$ cat config.mk
export PLATFORM = sky130hd
export DESIGN_NAME = wb_packer_flat
export DESIGN_NICKNAME = d
export VERILOG_FILES = /design/src/rtl/wb_packer_if.sv /design/src/rtl/wb_packer.sv /design/src/flat_wrapper.sv
export SDC_FILE = /design/constraint.sdc
export NUM_CORES = 1
export LEC_CHECK = 0
export CAP_MARGIN = 5
export CORE_ASPECT_RATIO = 1.25
export CORE_MARGIN = 2
export CORE_UTILIZATION = 60
export CTS_BUF_LIST = sky130_fd_sc_hd__clkbuf_2 sky130_fd_sc_hd__clkbuf_4 sky130_fd_sc_hd__clkbuf_8
export DETAILED_ROUTE_END_ITERATION = 8
export PLACE_DENSITY_LB_ADDON = 0.05
export SYNTH_ARGS = -nofsm -noshare
export SYNTH_HDL_FRONTEND = slang
export SYNTH_SLANG_ARGS = --single-unit
$ cat constraint.sdc
create_clock -name clk -period 12.9 [get_ports clk]
set_input_delay 2.58 -clock clk [delete_from_list [all_inputs] [get_ports clk]]
set_output_delay 2.58 -clock clk [all_outputs]
set_load 0.01 [all_outputs]
$ cat src/rtl/wb_packer_if.sv
// Stream bundle between the compute engine, the write-back packer and the DMA.
// The packer sits on the slave side; the engine/DMA environment is the master.
interface wb_packer_if #(
  parameter int BURST_LEN = 8,
  parameter int ADDR_W    = 10
);
  logic                   in_valid;
  logic [15:0]            in_data;
  logic                   flush;
  logic                   o_valid;
  logic                   o_ready;
  logic [16*BURST_LEN-1:0] o_data;
  logic [ADDR_W-1:0]      o_addr;
  logic [BURST_LEN-1:0]   o_mask;

  modport master (
    output in_valid, in_data, flush, o_ready,
    input  o_valid, o_data, o_addr, o_mask
  );

  modport slave (
    input  in_valid, in_data, flush, o_ready,
    output o_valid, o_data, o_addr, o_mask
  );
endinterface

$ cat src/rtl/wb_packer.sv
// Packs the engine's serial FP16 result stream into BURST_LEN-lane RAM words and queues
// them with write addresses for the DMA; the small FIFO isolates the non-stallable engine.
module wb_packer #(
  parameter int BURST_LEN = 8,
  parameter int ADDR_W    = 10,
  parameter int DEPTH     = 4
) (
  input  logic              clk,
  input  logic              rst,
  input  logic              clear,
  input  logic [ADDR_W-1:0] base_addr,
  wb_packer_if.slave        bus,
  output logic              overflow,
  output logic              done,
  output logic [15:0]       word_count
);
  localparam int LANE_W = (BURST_LEN > 1) ? $clog2(BURST_LEN) : 1;
  localparam int PTR_W  = (DEPTH > 1) ? $clog2(DEPTH) : 1;
  localparam int CNT_W  = PTR_W + 1;
  localparam int DATA_W = 16 * BURST_LEN;
  localparam logic [LANE_W-1:0] LAST_LANE = LANE_W'(BURST_LEN - 1);

  typedef enum logic [1:0] {
    IDLE,
    PACK,
    DRAIN
  } state_t;

  state_t state, state_next;

  logic [LANE_W-1:0]    lane;
  logic [DATA_W-1:0]    pack_data, merged_data, stage_data;
  logic [BURST_LEN-1:0] pack_mask, merged_mask, stage_mask;
  logic                 stage_valid, stage_flush;
  logic                 beat, complete, flush_take, load_stage;

  logic [DATA_W-1:0]    mem_data [DEPTH];
  logic [ADDR_W-1:0]    mem_addr [DEPTH];
  logic [BURST_LEN-1:0] mem_mask [DEPTH];
  logic [PTR_W-1:0]     rd_ptr, wr_ptr;
  logic [CNT_W-1:0]     count;
  logic [ADDR_W-1:0]    addr;
  logic                 fifo_empty, fifo_full, pop, push_ok;

  // Merge the current beat into a copy of the pack register so flush sees the beat first.
  always_comb begin
    merged_data = pack_data;
    merged_mask = pack_mask;
    for (int i = 0; i < BURST_LEN; i++) begin
      if (beat && lane == LANE_W'(i)) begin
        merged_data[i*16 +: 16] = bus.in_data;
        merged_mask[i]          = 1'b1;
      end
    end
  end

  assign beat       = bus.in_valid;
  assign complete   = beat && (lane == LAST_LANE);
  assign flush_take = bus.flush && (state != DRAIN);
  assign load_stage = complete || (flush_take && (|merged_mask));

  assign fifo_empty = (count == '0);
  assign fifo_full  = (count == CNT_W'(DEPTH));
  assign pop        = bus.o_valid && bus.o_ready;
  assign push_ok    = stage_valid && (!fifo_full || pop);

  assign bus.o_valid = !fifo_empty;
  assign bus.o_data  = fifo_empty ? '0 : mem_data[rd_ptr];
  assign bus.o_addr  = fifo_empty ? '0 : mem_addr[rd_ptr];
  assign bus.o_mask  = fifo_empty ? '0 : mem_mask[rd_ptr];

  // A finished word moves to the stage register so the next beat can start lane 0 at once.
  always_ff @(posedge clk or posedge rst) begin
    if (rst) begin
      lane        <= '0;
      pack_data   <= '0;
      pack_mask   <= '0;
      stage_valid <= 1'b0;
      stage_flush <= 1'b0;
      stage_data  <= '0;
      stage_mask  <= '0;
    end else if (clear) begin
      lane        <= '0;
      pack_data   <= '0;
      pack_mask   <= '0;
      stage_valid <= 1'b0;
      stage_flush <= 1'b0;
    end else begin
      stage_valid <= load_stage;
      stage_flush <= load_stage && flush_take;
      if (load_stage) begin
        stage_data <= merged_data;
        stage_mask <= merged_mask;
        lane       <= '0;
        pack_data  <= '0;
        pack_mask  <= '0;
      end else if (beat) begin
        lane      <= lane + LANE_W'(1);
        pack_data <= merged_data;
        pack_mask <= merged_mask;
      end
    end
  end

  always_ff @(posedge clk) begin
    if (push_ok && !clear) begin
      mem_data[wr_ptr] <= stage_data;
      mem_addr[wr_ptr] <= addr;
      mem_mask[wr_ptr] <= stage_mask;
    end
  end

  // The address advances even for a dropped word so later words land where they belong.
  always_ff @(posedge clk or posedge rst) begin
    if (rst) begin
      rd_ptr     <= '0;
      wr_ptr     <= '0;
      count      <= '0;
      addr       <= '0;
      overflow   <= 1'b0;
      word_count <= '0;
    end else if (clear) begin
      rd_ptr     <= '0;
      wr_ptr     <= '0;
      count      <= '0;
      addr       <= base_addr;
      overflow   <= 1'b0;
      word_count <= '0;
    end else begin
      if (push_ok) begin
        wr_ptr <= wr_ptr + PTR_W'(1);
      end
      if (pop) begin
        rd_ptr <= rd_ptr + PTR_W'(1);
      end
      case ({push_ok, pop})
        2'b10:   count <= count + CNT_W'(1);
        2'b01:   count <= count - CNT_W'(1);
        default: count <= count;
      endcase
      if (stage_valid) begin
        addr <= addr + ADDR_W'(1);
        if (!push_ok) begin
          overflow <= 1'b1;
        end
      end
      if (push_ok && word_count != 16'hFFFF) begin
        word_count <= word_count + 16'd1;
      end
    end
  end

  always_ff @(posedge clk or posedge rst) begin
    if (rst) begin
      state <= IDLE;
    end else if (clear) begin
      state <= IDLE;
    end else begin
      state <= state_next;
    end
  end

  // Only the word staged by the flush itself holds off done; stray DRAIN beats do not.
  always_comb begin
    state_next = state;
    done       = 1'b0;
    case (state)
      IDLE: begin
        if (bus.flush) begin
          state_next = DRAIN;
        end else if (bus.in_valid) begin
          state_next = PACK;
        end
      end
      PACK: begin
        if (bus.flush) begin
          state_next = DRAIN;
        end
      end
      DRAIN: begin
        if (fifo_empty && !(stage_valid && stage_flush)) begin
          done       = 1'b1;
          state_next = IDLE;
        end
      end
      default: state_next = IDLE;
    endcase
  end
endmodule

$ cat src/flat_wrapper.sv
// flat-port wrapper written by rule: the top's interface ports become plain ports
module wb_packer_flat 
#(
  parameter int BURST_LEN = 8,
  parameter int ADDR_W    = 10,
  parameter int DEPTH     = 4
)
  (clk, rst, clear, base_addr, overflow, done, word_count, bus_in_valid, bus_in_data, bus_flush, bus_o_ready, bus_o_valid, bus_o_data, bus_o_addr, bus_o_mask);
  wb_packer_if #(.BURST_LEN(BURST_LEN), .ADDR_W(ADDR_W)) bus_i ();
  input  logic clk;
  input  logic rst;
  input  logic clear;
  input  logic [ADDR_W-1:0] base_addr;
  output logic overflow;
  output logic done;
  output logic [15:0] word_count;
  input wire logic [$bits(bus_i.in_valid)-1:0] bus_in_valid;
  input wire logic [$bits(bus_i.in_data)-1:0] bus_in_data;
  input wire logic [$bits(bus_i.flush)-1:0] bus_flush;
  input wire logic [$bits(bus_i.o_ready)-1:0] bus_o_ready;
  output wire logic [$bits(bus_i.o_valid)-1:0] bus_o_valid;
  output wire logic [$bits(bus_i.o_data)-1:0] bus_o_data;
  output wire logic [$bits(bus_i.o_addr)-1:0] bus_o_addr;
  output wire logic [$bits(bus_i.o_mask)-1:0] bus_o_mask;
  assign bus_i.in_valid = bus_in_valid;
  assign bus_i.in_data = bus_in_data;
  assign bus_i.flush = bus_flush;
  assign bus_i.o_ready = bus_o_ready;
  assign bus_o_valid = bus_i.o_valid;
  assign bus_o_data = bus_i.o_data;
  assign bus_o_addr = bus_i.o_addr;
  assign bus_o_mask = bus_i.o_mask;
  wb_packer #(.BURST_LEN(BURST_LEN), .ADDR_W(ADDR_W), .DEPTH(DEPTH)) u_core (.clk(clk), .rst(rst), .clear(clear), .base_addr(base_addr), .bus(bus_i), .overflow(overflow), .done(done), .word_count(word_count));
endmodule
# Word-level counts from Yosys, hierarchy flattened

Memories as Yosys holds them, arrays and structs flattened.
Cells that the tools add are included.
Widths: inputs -> output; s select.

Register bits after elaboration: 313
Memory bits (read-only): 0
Bits in latches: 0
Memories kept: 3
Word-level logic and storage cells: 132
Output and inout port bits: 165
Memory bits (writable): 584

Memories:

| name            | words | width | rd ports | clocked after Yosys merged registers in | wr ports | RTL line        | RTL |
|---|---|---|---|---|---|---|---|
| u_core.mem_data | 4     | 128   | 1        | 0                                       | 1        | wb_packer.sv:37 | `logic [DATA_W-1:0] mem_data [DEPTH];` |
| u_core.mem_addr | 4     | 10    | 1        | 0                                       | 1        | wb_packer.sv:38 | `logic [ADDR_W-1:0] mem_addr [DEPTH];` |
| u_core.mem_mask | 4     | 8     | 1        | 0                                       | 1        | wb_packer.sv:39 | `logic [BURST_LEN-1:0] mem_mask [DEPTH];` |

Shift-type cells: 0
Bitwise gates (word level): 1
Order comparisons: 0
Multiplexer cells: 53
Reductions and logical operators: 36
Div/mod/pow operators: 0
$mul: 0
Equal/unequal tests: 18
Add/subtract/negate cells: 7

Operators by type and width:

| cell                  | number |
|---|---|
| $mux 128              | 4 |
| $mux 16               | 10 |
| $mux 8                | 4 |
| $mux 10               | 3 |
| $mux 2                | 9 |
| $logic_and 1x1->1     | 17 |
| $mux 1                | 17 |
| $add 16x1->16 const B | 1 |
| $ne 16x16->1 const B  | 1 |
| $eq 3x3->1 const B    | 5 |
| $mux 3                | 4 |
| $add 10x1->10 const B | 1 |
| $reduce_bool 2->1     | 4 |
| $reduce_or 8->1       | 1 |
| $add 3x1->3 const B   | 2 |
| $eq 3x2->1 const B    | 2 |
| $logic_not 3->1       | 2 |
| $pmux 2 s3            | 1 |
| $pmux 3 s2            | 1 |
| $reduce_bool 3->1     | 2 |
| $add 2x1->2 const B   | 2 |
| $eq 2x1->1 const B    | 2 |
| $eq 2x2->1 const B    | 2 |
| $logic_not 1->1       | 4 |
| other kinds (11)      | 14 |

# Depth between registers and ports, before layout

Depth in word-level cells: 8
Mapped depth: 11
Mapped depth without buffers: 7

# Worst setup path after synthesis

Ideal clock, no wire load.

Path type: input port to flip-flop
Start point: input port bus_o_ready
End point: memory u_core.mem_addr[0][0] (enable)
Setup slack: 5.577 ns
Buffers on the path: 2
Data required time: 12.376 ns
Arrival time: 6.799 ns
Setup time: 0.524 ns
Stages on the path: 6
Path through: clkbuf_1 > or4b_2 > nand2_1 > buf_2 > nor2_1 > and2_1

Cells in the longest elaborated chain, start to end: 6

RTL lines:

| item                         | RTL line           | RTL |
|---|---|---|
| start, declared              | flat_wrapper.sv:20 | `input wire logic [$bits(bus_i.o_ready)-1:0] bus_o_ready;` |
| $logic_and 1x1->1            | wb_packer.sv:64    | `assign pop = bus.o_valid && bus.o_ready;` |
| $logic_or 1x1->1             | wb_packer.sv:65    | `assign push_ok = stage_valid && (!fifo_full \|\| pop);` |
| $logic_and 1x1->1            | wb_packer.sv:65    |  |
| $logic_and 1x1->1            | wb_packer.sv:106   | `if (push_ok && !clear) begin` |
| $mux 1                       | wb_packer.sv:106   |  |
| $mux 1 (implied by the code) | wb_packer.sv:108   | `mem_addr[wr_ptr] <= addr;` |
| end, declared                | wb_packer.sv:38    |  |

No other way between the ends.

# Worst setup path after layout

Start point: register u_core.rd_ptr[0]
End point: output port bus_o_data[37]

Cells in the longest elaborated chain, start to end: 2

RTL lines:

| item                   | RTL line           | RTL |
|---|---|---|
| start, declared        | wb_packer.sv:40    | `logic [PTR_W-1:0] rd_ptr, wr_ptr;` |
| start signal, assigned | wb_packer.sv:134   | `rd_ptr <= rd_ptr + PTR_W'(1);` |
| $mem_v2 4x128          | -                  |  |
| $mux 128               | wb_packer.sv:68    | `assign bus.o_data = fifo_empty ? '0 : mem_data[rd_ptr];` |
| end, declared          | flat_wrapper.sv:22 | `output wire logic [$bits(bus_i.o_data)-1:0] bus_o_data;` |

No other way between the ends.

==> run metrics <==
setup_tns 0 ps; clk_skew 25.5 ps; CTS tree done; Crit path arrival time about 4300 ps; Critical Path Max Stage Delay 1190 ps; kind of critical path flop to primary output; CP delay by family, top buffers and inverters; fraction of layout cells with a size suffix above 1 0.175; Final Util 0.696; Avg Vias per Cell ~5.9; Synthesized Nets 2168; Hold Fails Final Rpt 0; P per Cell Area ~160 nW/um2; VDD IR max approximately 110 uV; die area slightly above 60000 um2; detailed placement HPWL 44300 um; Num CTS Buffers approximately 130; endpoints failing setup 0; R2R Path Start u_core.stage_valid$_DFF_PP0_; area grow syn2layout 14.8%; Yosys cell types a little over 50; CP Capture Type primary output; initial antenna violation count 1; max_slew headroom 0.209; largest family of logic cells by synthesized area multiplexers; Die H between 200 and 300 um; Min-Delay Path Class flop to flop; Clk Latency, worst-skew pair between 700 and 800 ps; Mapped Cells between 2000 and 2500; area share of fa/ha/maj cells after synthesis 0.00482; element type at the critical path start flop; minimum clock period between 6000 and 7000 ps; Root Buffer clkbuf_8; NumNets Final about 2400; Post-CTS Resized 0; Core ar. ~58000 um2; status completed; cells along the critical path buf_4 -> mux4_2 -> and2_1 -> clkdlybuf4s50_1; largest net degree at the start of global routing approximately 180; DRC viols 0; chip width between 200 and 250 um; post-synthesis mux area share 0.130; count of max-cap constraint violations 0; clock slew at reported path FFs approximately 60 ps; final wirelength slightly below 80000 um; Max Freq roughly 140 MHz; hold path startpoint u_core.state[1]$_DFFE_PP0P_; fraction of registers with async set/reset 0.349; vias in the first global route just under 20000; Synth Cell Area approximately 35000 um2; Syn. warnings 0; num ports 197; hold buffer count at cts 0; Final Cycle Share 0.536; GRT overflow 0; top_reg_cell synth edfxtp_1; PortBufs between 150 and 200; number of synthesized flops with an enable pin approximately 580; H-tree lvl count 4; Post-CTS Setup Bufs 0; placer's final routability congestion estimate ~0.8; Detailed Route Iter0 Violations between 1500 and 2000; detailed-route via count ~19000; Post-Synth XOR/XNOR Area 0.00645; Worst Path Max Fanout 52; Synth Register Bits 897; Synth Area in Simple Gates 0.0693; Avg Inst Size Synth between 15 and 20 um2; WP data required ~10000 ps; count of final max-slew check failures 0; Initial Util 0.606; gr usage total 0.260; RSZ-0062 raised after global routing false; Pleak ~15 nW; register area share after synthesis 0.719; WP buf/inv 2; CTS max path bufs 3; Crit-path slowest cell dfrtp_4; DRT Pass-1 Iters 5; Final ANT Viol Nets 0; filler cell count roughly 4000; Crit. Startpoint u_core.rd_ptr[0]$_DFFE_PP0P_; Slew @ Worst Pin roughly 1200 ps; row cnt 99; Sinks on Clock Net 897; post-synthesis compound-gate area fraction 0.0504; WL per Instance 24.0 um; first-pass GRT wire length 118000 um
==> cells in the mapped netlist (2+ instances only) <==
library cell / instances / share of area
a211oi_1: 2 / 0.00043
a211oi_4: 6 / 0.0034
a21o_1: 7 / 0.0015
a21oi_1: 148 / 0.021
a22o_1: 10 / 0.0025
a31oi_1: 6 / 0.0011
and2_1: 161 / 0.029
and3_1: 4 / 0.00071
buf_1: 25 / 0.0027
buf_2: 37 / 0.0052
buf_6: 14 / 0.0045
clkbuf_1: 61 / 0.0065
dfrtp_1: 313 / 0.22
edfxtp_1: 584 / 0.50
ha_1: 12 / 0.0043
inv_1: 13 / 0.0014
mux2i_1: 129 / 0.037
mux4_2: 146 / 0.093
nand2_1: 42 / 0.0045
nand2b_1: 7 / 0.0012
nand3_1: 15 / 0.0021
nand4_1: 8 / 0.0014
nor2_1: 225 / 0.024
nor2b_1: 4 / 0.00071
nor3_1: 7 / 0.00099
nor4_1: 7 / 0.0012
nor4b_1: 3 / 0.00074
o21ai_0: 15 / 0.0021
o2bb2ai_1: 60 / 0.015
o32ai_1: 3 / 0.00074
or2_2: 2 / 0.00035
or3_1: 3 / 0.00053
or4_1: 2 / 0.00043
xnor2_1: 15 / 0.0037
xor2_1: 11 / 0.0027
==> cell families (layout without fill, tap and decap cells) <==
kind of cell / after synthesis / in the layout
buf+inv: 150 / 477
fa+ha+maj: 13 / 13
mux: 275 / 275
flops: 897 / 897
xor+xnor: 26 / 26
compound gates: 265 / 265
simple gates: 497 / 497
other cells: 0 / 1
==> cell usage in the layout (no fill, tap or decap), types with 6 or more instances in the layout <==
cell	synthesis	routed
a211oi_4	6	7
xor2_1	11	11
edfxtp_1	584	584
nand2_1	42	42
nand4_1	8	8
a22o_1	10	10
buf_4	0	20
xnor2_1	15	15
nand2b_1	7	7
nor3_1	7	7
clkinvlp_4	0	7
inv_1	13	11
a21oi_1	148	148
nand3_1	15	15
clkdlybuf4s50_1	0	195
dfrtp_1	313	311
clkbuf_4	0	61
mux4_2	146	146
o21ai_0	15	15
ha_1	12	12
o2bb2ai_1	60	60
nor2_1	225	225
and2_1	161	157
a31oi_1	6	6
nor4_1	7	7
clkinv_1	0	11
clkbuf_8	0	155
mux2i_1	129	129
a21o_1	7	7
clkinv_2	0	10
==> layer usage <==
layer / up-vias / wire length (um) / GRT usage
met5: - / 0 / 0
met2: 595 / 38700 / 0.428
met1: 9909 / 32500 / 0.360
met4: 0 / 1610 / 0.0751
li1: 8417 / - / -
met3: 115 / 4310 / 0.0528
==> registers in the layout, indices dropped and copies added, names as in the netlist <==
name,count
u_core.stage_data,128
u_core.word_count,16
u_core.stage_flush,1
u_core.addr,10
u_core.mem_addr,40
u_core.mem_mask,32
u_core.wr_ptr,2
u_core.rd_ptr,2
u_core.overflow,1
u_core.state,2
u_core.count,3
u_core.pack_mask,8
u_core.mem_data,512
u_core.pack_data,128
u_core.stage_mask,8
u_core.lane,3
u_core.stage_valid,1
==> per-stage QoR <==
step | setup slack (ps) | instances | cell area, um2 | power [mW] | hold WS (ps)
2_1_floorplan | 1660 | 2123 | 35300 | 4.02 | 431
3_3_place_gp | 6040 | 2960 | 37700 | 4.27 | 443
3_5_place_dp | 6010 | 2960 | 37700 | 4.32 | 454
4_1_cts | 5790 | 3207 | 40500 | 6.63 | 463
5_1_grt | 5660 | 3208 | 40500 | 6.83 | 503
6_report | 5990 | 3208 | 40500 | 6.57 | 467
==> cell type report <==
class                      count  area (um2)  area share
tap                          757         947      0.0234
timing repair buffer         217        2130      0.0525
clock buffer                 216        2590      0.0640
sequential                   897       25400       0.627
clock inverter                31         170     0.00420
multi-input combinational   1076        9220       0.228
inverter                      13        58.8     0.00145
antenna                        1        2.50   0.0000618
==> final timing paths <==
kind	endpoint	slack [ps]	cells after the start
max in group asynchronous	u_core.stage_data[32]$_DFFE_PP0P_	8950	3
worst max register to register	u_core.mem_data[0][93]$_DFFE_PP_	8440	5
worst max-delay path	bus_o_data[37]	5990	4
worst min-delay path	u_core.state[0]$_DFFE_PP0P_	470	1
worst min register to register	u_core.state[0]$_DFFE_PP0P_	470	1
min in group asynchronous	u_core.stage_data[106]$_DFFE_PP0P_	2390	2
==> power breakdown <==
part	total, mW	internal, mW	switching, mW	leakage, nW
clock	2.32	1.28	1.05	1.47
sequential	3.69	3.43	0.253	9.32
combinational	0.564	0.253	0.311	4.38
total	6.57	4.96	1.61	15.2
Note: power is estimated with default switching activity, not from simulation.
